File: config.mk
export PLATFORM = sky130hd
export DESIGN_NAME = rmii_dibit_crc_tx
export DESIGN_NICKNAME = d
export VERILOG_FILES = /design/src/rtl/rmii_dibit_crc_tx.sv
export SDC_FILE = /design/constraint.sdc
export NUM_CORES = 1
export LEC_CHECK = 0
export BUFFER_PORTS_ARGS = -buffer_cell sky130_fd_sc_hd__buf_2
export CAP_MARGIN = 20
export CORE_MARGIN = 2
export CORE_UTILIZATION = 35
export CTS_CLUSTER_DIAMETER = 40
export CTS_CLUSTER_SIZE = 16
export DETAILED_ROUTE_END_ITERATION = 10
export GPL_TIMING_DRIVEN = 0
export SLEW_MARGIN = 20
export SYNTH_ARGS = -nofsm -noshare
export SYNTH_HDL_FRONTEND = slang
export SYNTH_SLANG_ARGS = --single-unit
export TNS_END_PERCENT = 1
File: constraint.sdc
create_clock -name clk -period 2.23 [get_ports clk]
set_input_delay 0.3345 -clock clk [delete_from_list [all_inputs] [get_ports clk]]
set_output_delay 0.3345 -clock clk [all_outputs]
set_load 0.02 [all_outputs]
File: src/rtl/rmii_dibit_crc_tx.sv
// RMII TX dibit stage: reorders MSB-dibit-first bytes into wire order (LSB dibit first) and runs CRC-32 on the wire stream.
// Optional `define CRC_RESIDUE_CHECK_EN adds crc_good, flagging a stream that already carried a correct FCS.
module rmii_dibit_crc_tx #(
   parameter logic [31:0] CRC_POLY = 32'h04C11DB7,
   parameter logic [31:0] CRC_INIT = 32'hFFFFFFFF
) (
   input  logic        clk,
   input  logic        rst,
   input  logic        in_valid,
   input  logic [1:0]  in_data,
   input  logic        crc_en,
   output logic        txen,
   output logic [1:0]  txd,
   output logic        crc_valid,
   output logic [31:0] crc_out
`ifdef CRC_RESIDUE_CHECK_EN
   ,
   output logic        crc_good
`endif
);

   // write buffer holds the first three dibits; the fourth goes straight to txd
   logic [1:0]       cnt_q, cnt_d;
   logic [2:0][1:0]  wbuf_q, wbuf_d;
   logic [2:0][1:0]  rbuf_q, rbuf_d;
   logic [1:0]       rrem_q, rrem_d;
   logic             txen_q, txen_d;
   logic [1:0]       txd_q, txd_d;
   logic [31:0]      state_q, state_d;
   logic             crc_valid_q, crc_valid_d;
   logic [31:0]      crc_out_q, crc_out_d;
   logic             byte_done;
   logic             upd;

   function automatic logic [31:0] crc_dibit(input logic [31:0] s_in, input logic [1:0] d);
      logic [31:0] s;
      logic        fb;
      s = s_in;
      for (int i = 0; i < 2; i++) begin
         fb = s[31] ^ d[i];
         s  = {s[30:0], 1'b0} ^ (fb ? CRC_POLY : 32'h0);
      end
      return s;
   endfunction

   assign byte_done = in_valid && (cnt_q == 2'd3);

   always_comb begin
      cnt_d  = cnt_q;
      wbuf_d = wbuf_q;
      if (!in_valid) begin
         cnt_d = 2'd0;
      end else begin
         cnt_d = cnt_q + 2'd1;
         case (cnt_q)
            2'd0:    wbuf_d[0] = in_data;
            2'd1:    wbuf_d[1] = in_data;
            2'd2:    wbuf_d[2] = in_data;
            default: ;
         endcase
      end
   end

   // read buffer is emitted from entry 0 upward, so load it in reverse capture order
   always_comb begin
      rbuf_d = rbuf_q;
      rrem_d = rrem_q;
      txen_d = 1'b0;
      txd_d  = 2'b00;
      if (byte_done) begin
         txen_d    = 1'b1;
         txd_d     = in_data;
         rbuf_d[0] = wbuf_q[2];
         rbuf_d[1] = wbuf_q[1];
         rbuf_d[2] = wbuf_q[0];
         rrem_d    = 2'd3;
      end else if (rrem_q != 2'd0) begin
         txen_d = 1'b1;
         txd_d  = rbuf_q[0];
         rbuf_d = {2'b00, rbuf_q[2:1]};
         rrem_d = rrem_q - 2'd1;
      end
   end

   assign upd = txen_q & crc_en;

   always_comb begin
      state_d = state_q;
      if (!crc_en)
         state_d = CRC_INIT;
      else if (upd)
         state_d = crc_dibit(state_q, txd_q);
      crc_valid_d = upd;
      crc_out_d   = upd ? ~state_d : crc_out_q;
   end

   always_ff @(posedge clk or negedge rst) begin
      if (!rst) begin
         cnt_q       <= 2'd0;
         wbuf_q      <= '0;
         rbuf_q      <= '0;
         rrem_q      <= 2'd0;
         txen_q      <= 1'b0;
         txd_q       <= 2'b00;
         state_q     <= CRC_INIT;
         crc_valid_q <= 1'b0;
         crc_out_q   <= 32'h0;
      end else begin
         cnt_q       <= cnt_d;
         wbuf_q      <= wbuf_d;
         rbuf_q      <= rbuf_d;
         rrem_q      <= rrem_d;
         txen_q      <= txen_d;
         txd_q       <= txd_d;
         state_q     <= state_d;
         crc_valid_q <= crc_valid_d;
         crc_out_q   <= crc_out_d;
      end
   end

   assign txen      = txen_q;
   assign txd       = txd_q;
   assign crc_valid = crc_valid_q;
   assign crc_out   = crc_out_q;

`ifdef CRC_RESIDUE_CHECK_EN
   localparam logic [31:0] CRC_RESIDUE = 32'hC704DD7B;
   logic crc_good_q;

   // aligned with crc_valid: judged on the same update that produced crc_out
   always_ff @(posedge clk or negedge rst) begin
      if (!rst)
         crc_good_q <= 1'b0;
      else
         crc_good_q <= upd && (state_d == CRC_RESIDUE);
   end

   assign crc_good = crc_good_q;
`endif

endmodule

* Word-level counts from Yosys, hierarchy flattened
Cells that the tools add are included.
Widths: inputs -> output; s select.
** Operators by class
- Reductions and logical operators :: 7
- Multiplexer cells :: 13
- Add/subtract/negate cells :: 2
- Bitwise logic cells :: 6
- Equality and inequality tests :: 3
** Operators with widths (number)
- $mux 32 :: 2
- $xor 32x27->32 :: 2
- $mux 27 :: 2
- $not 32->32 :: 1
- $mux 6 :: 2
- $mux 2 :: 5
- $reduce_and 2->1 :: 3
- $eq 2x2->1 const B :: 2
- $reduce_bool 2->1 :: 2
- $add 2x1->2 const B :: 1
- $eq 2x1->1 const B :: 1
- $logic_not 2->1 :: 1
- $mux 1 :: 2
- $sub 2x1->2 const B :: 1
- $xor 1x1->1 :: 2
- $and 1x1->1 :: 1
- $logic_and 1x1->1 :: 1
** Storage, ports and cells
- Logic and storage cells :: 44
- Input port bits :: 6
- Register bits :: 84
- Output and inout bits :: 36

* Logic depth before layout (Yosys ltp)
- Word-level depth :: 9
- Gate-level depth with buffers :: 5
- Depth with buffers taken out :: 4

* Worst setup path after synthesis
Ideal clock, no wire load.
- Path type :: register -> register
- Start point :: register txd_q[1] (netlist: txd[1])
- End point :: register crc_out_q[23] (netlist: crc_out[23])
- Arrival :: 1.543 ns
- Setup time :: 0.125 ns
- Path buffers :: 1
- Clock period less this slack :: 1.668 ns
- Data required time :: 2.105 ns
- Slack :: 0.562 ns
- Stages on the path, launching flop included :: 5
- Cells stage by stage :: dfrtp_1 -> xnor2_2 -> bufbuf_8 -> xnor3_1 -> mux2_4
** Between the ends
- Cells in the longest elaborated chain, start to end :: 6
** Ends and longest elaborated chain
- start, declared :: RTL line 28 : logic [1:0] txd_q, txd_d;
- start signal, assigned :: RTL line 114 : txd_q <= txd_d;
- $xor 1x1->1 :: RTL line 40 : fb = s[31] ^ d[i];
- $mux 27 :: RTL line 41 : s = {s[30:0], 1'b0} ^ (fb ? CRC_POLY : 32'h0);
- $xor 32x27->32 :: RTL line 41
- $mux 32 :: RTL line 91 : else if (upd)
- $mux 32 :: RTL line 89 : if (!crc_en)
- $not 32->32 :: RTL line 94 : crc_out_d = upd ? ~state_d : crc_out_q;
- end signal, assigned :: RTL line 117 : crc_out_q <= crc_out_d;
- end, declared :: RTL line 31 : logic [31:0] crc_out_q, crc_out_d;
No other way between the ends.
A chain may end at the register's enable or synchronous reset.

* Worst setup path after layout
Same ends and word-level chain as after synthesis.

==> flow_metrics.tcl <==
set metrics [dict create \
    ys_types 25 \
    critPathLaunchType "flop" \
    cts.sinks 84 \
    fin_nets 348 \
    fp-row-count 37 \
    cts_buffer_depth 2 \
    die_area_mm2 0.0112 \
    regArea_mm2 0.00214 \
    fp.dieW_um 106 \
    crit_type "flop to flop" \
    hold_depth 3 \
    clkPwrFrac_pct 17.9 \
    grt_pass1_wl_um 11400 \
    crit_family "XOR/XNOR gates" \
    drive_gt1_share_pct 35.4 \
    power.internal_mw 3.94 \
    crit_fanout 10 \
    path_cells "xnor2_2, bufbuf_8, xnor3_1, mux2_4" \
    ir_worst_vdd_mv 0.411 \
    fin_worst_skew_ns 0.00797 \
    crit_path_end_kind "flop" \
    antenna_found_initial 0 \
    min_period_ns 1.85 \
    r2r-end "crc_out[23]" \
    fin_setup_tns_ns 0 \
    area_delta_synth_final_pct 17.0 \
    start_util_pct 35.5 \
    grt_pass1_vias 2215 \
    final.period_utilization_pct 82.8 \
    drt_pass1_iterations 4 \
    ant_nets 0 \
    final-hold-violation-count 0 \
    worst_pin_slew_ns 0.476 \
    grt_start_max_net_pins 59 \
    async_flop_share_pct 100 \
    ys_seq_area_share_pct 59.2 \
    rsz0062_at_grt "false" \
    worstSkewPairLatency_ns 0.35 \
    drt_wl_total_um 6830 \
    route.detailed.drc 0 \
    synthFlopType "dfrtp_1" \
    synthCells 284 \
    numPortBuffers 40 \
    leakagePower_nw 1.87 \
    hold_start "in_data[0]" \
    antenna_cells 0 \
    gp_congestion 0.740 \
    netlist_area_mm2 0.00362 \
    path_clk_slew_ns 0.08 \
    hold-path-endpoint "txd[0]" \
    syn_nets 295 \
    ff2ff_path_depth 4 \
    wl_per_cell_um 14.3 \
    hold_class "input port to flop" \
    ctsResizeCount 0 \
    path_buf_inv 1 \
    io_pins 42 \
    r2r_slack_ns 0.38 \
    synth_edf_count 0 \
    vias 2216 \
    seqPwrFrac_pct 42.1 \
    p_sw_mw 2.22 \
    status "complete, no violations" \
    multi_input_area_mm2 0.00136 \
    cts_buffers 9 \
    cp.required_ns 2.46 \
    grt-ovfl-total 0 \
    cpPeakStageDelay_ns 0.42 \
    place_inst 461 \
    slew_headroom_pct 68.1 \
    arrival_ns 2.08 \
    ys_ff_latch 84 \
    switching_share_pct 36.0 \
    fmax_ghz 0.542 \
    drt-vias-per-instance 4.64 \
    core_mm2 0.0102 \
    die_h_um 106 \
    maxCapViolations 0 \
    hpwl_um 4730 \
    h-tree-depth 3 \
    power_density_mw_per_mm2 1460 \
    drtIter0Drc 100 \
    pwr-share-comb_pct 40.0 \
    n_fill_cell 991 \
    cts_tree "done" \
    final_max_slew_viol_count 0 \
    avgSynthCellArea_um2 12.7 \
    grt_util_all_layers_pct 13.1 \
    cts_setup_buffers 0 \
    cp_slowest_cell "dfrtp_1" \
    reg2reg_from "txd[1]" \
    final_cell_count_no_fill 478 \
    power_mw 6.16 \
    setup_violations 0 \
    yosys_warnings 0 \
    clockRootBuffer "clkbuf_8" \
]
## synthesized netlist by cell type (all sizes together), types with 3 or more instances
library cell,instances,area share (%)
xnor3,6,3.7
buf,5,1.1
inv,5,0.52
mux2,27,8.6
xnor2,3,1.5
ha,5,1.7
o211ai,22,4.6
dfstp,32,23
o21ai,15,2.1
xor2,14,3.4
clkbuf,11,1.1
nand2,63,6.5
mux2i,15,4.1
dfrtp,52,36
## worst register-to-register path, delay by kind of cell (launching register included)
| kind | cells | cell delay, ns |
|---|---|---|
| multiplexers | 1 | 0.27 |
| flip-flops | 1 | 0.42 |
| XOR/XNOR | 2 | 0.67 |
| buffers and inverters | 1 | 0.37 |
## worst max-delay path by stage
| stage | from | end | cells after the start |
|---|---|---|---|
| global placement | rst | crc_out[7] | 1 |
| global route | txd[1] | crc_out[23] | 4 |
| detailed placement | txd[1] | crc_out[23] | 4 |
| CTS | txd[1] | crc_out[23] | 4 |
| finish | txd[1] | crc_out[23] | 4 |
| floorplan | txd[1] | crc_out[23] | 4 |
## state kept, by name (all words and copies together) (netlist names)
register   flops
txen           1
rbuf_q         6
wbuf_q         6
cnt_q          2
crc_out       32
crc_valid      1
rrem_q         2
state_q       32
txd            2
## timing repair
action                                  4_1_cts  5_1_grt
hold endpoints to repair                     22        0
endpoints found under the setup margin        0        0
hold buffers                                  1        0
## power by group through the flow
stage / combinational [mW] / clock (mW) / sequential [mW]
3_5_place_dp: 2.49 / 0 / 2.63
6_report: 2.47 / 1.10 / 2.59
2_1_floorplan: 1.51 / 0 / 2.87
5_1_grt: 2.70 / 1.20 / 2.67
3_3_place_gp: 2.44 / 0 / 2.60
4_1_cts: 2.50 / 1.13 / 2.60
## metrics by stage
step	hold WS (ns)	utilization, %	area, µm²	setup WS, ns
6_report	0.235	41.6	4230	0.384
2_1_floorplan	0.0389	-	3620	0.562
3_3_place_gp	0.452	39.2	3990	0.144
5_1_grt	0.235	41.6	4230	0.306
4_1_cts	0.224	41.6	4230	0.358
3_5_place_dp	0.281	39.5	4020	0.385
## cell families after synthesis
group | Yosys count | share of synthesized area [%]
AO/OA/AOI/OAI | 37 | 6.64
AND/OR/NAND/NOR | 70 | 7.75
XOR/XNOR | 23 | 8.58
adder cells (fa/ha/maj) | 5 | 1.73
flip-flops | 84 | 59.2
buffers and inverters | 23 | 3.35
multiplexers | 42 | 12.8
## layer usage
metal,GRT usage [%],vias up,wire [µm]
li1,-,1074,-
met1,18.1,1082,3340
met2,19.9,47,3070
met3,2.72,13,259
met4,5.92,0,157
met5,0,-,0
## placed cells by master (no fill, tap or decap), types with 2 or more instances in the layout
cell	Yosys	layout
and2_1	2	2
buf_2	3	42
clkbuf_1	11	13
clkbuf_8	0	11
clkinvlp_4	0	2
dfrtp_1	52	52
dfstp_2	32	32
ha_1	5	5
inv_1	5	5
mux2_2	25	25
mux2_4	2	2
mux2i_1	15	15
nand2_1	63	63
nand3_1	2	2
nand3b_1	2	2
o211ai_1	22	22
o21ai_0	15	15
xnor3_1	6	6
xor2_1	14	14
## cell type report
cell class,count,area share [%]
flip-flops and latches,84,50.6
clock buffers,13,3.75
inverters,6,0.532
well taps,136,4.02
repair buffers,42,5.68
plain buffers,17,2.34
clock inverters,3,1.06
multi-input cells,177,32.0
Note: power is estimated with default switching activity, not from simulation.
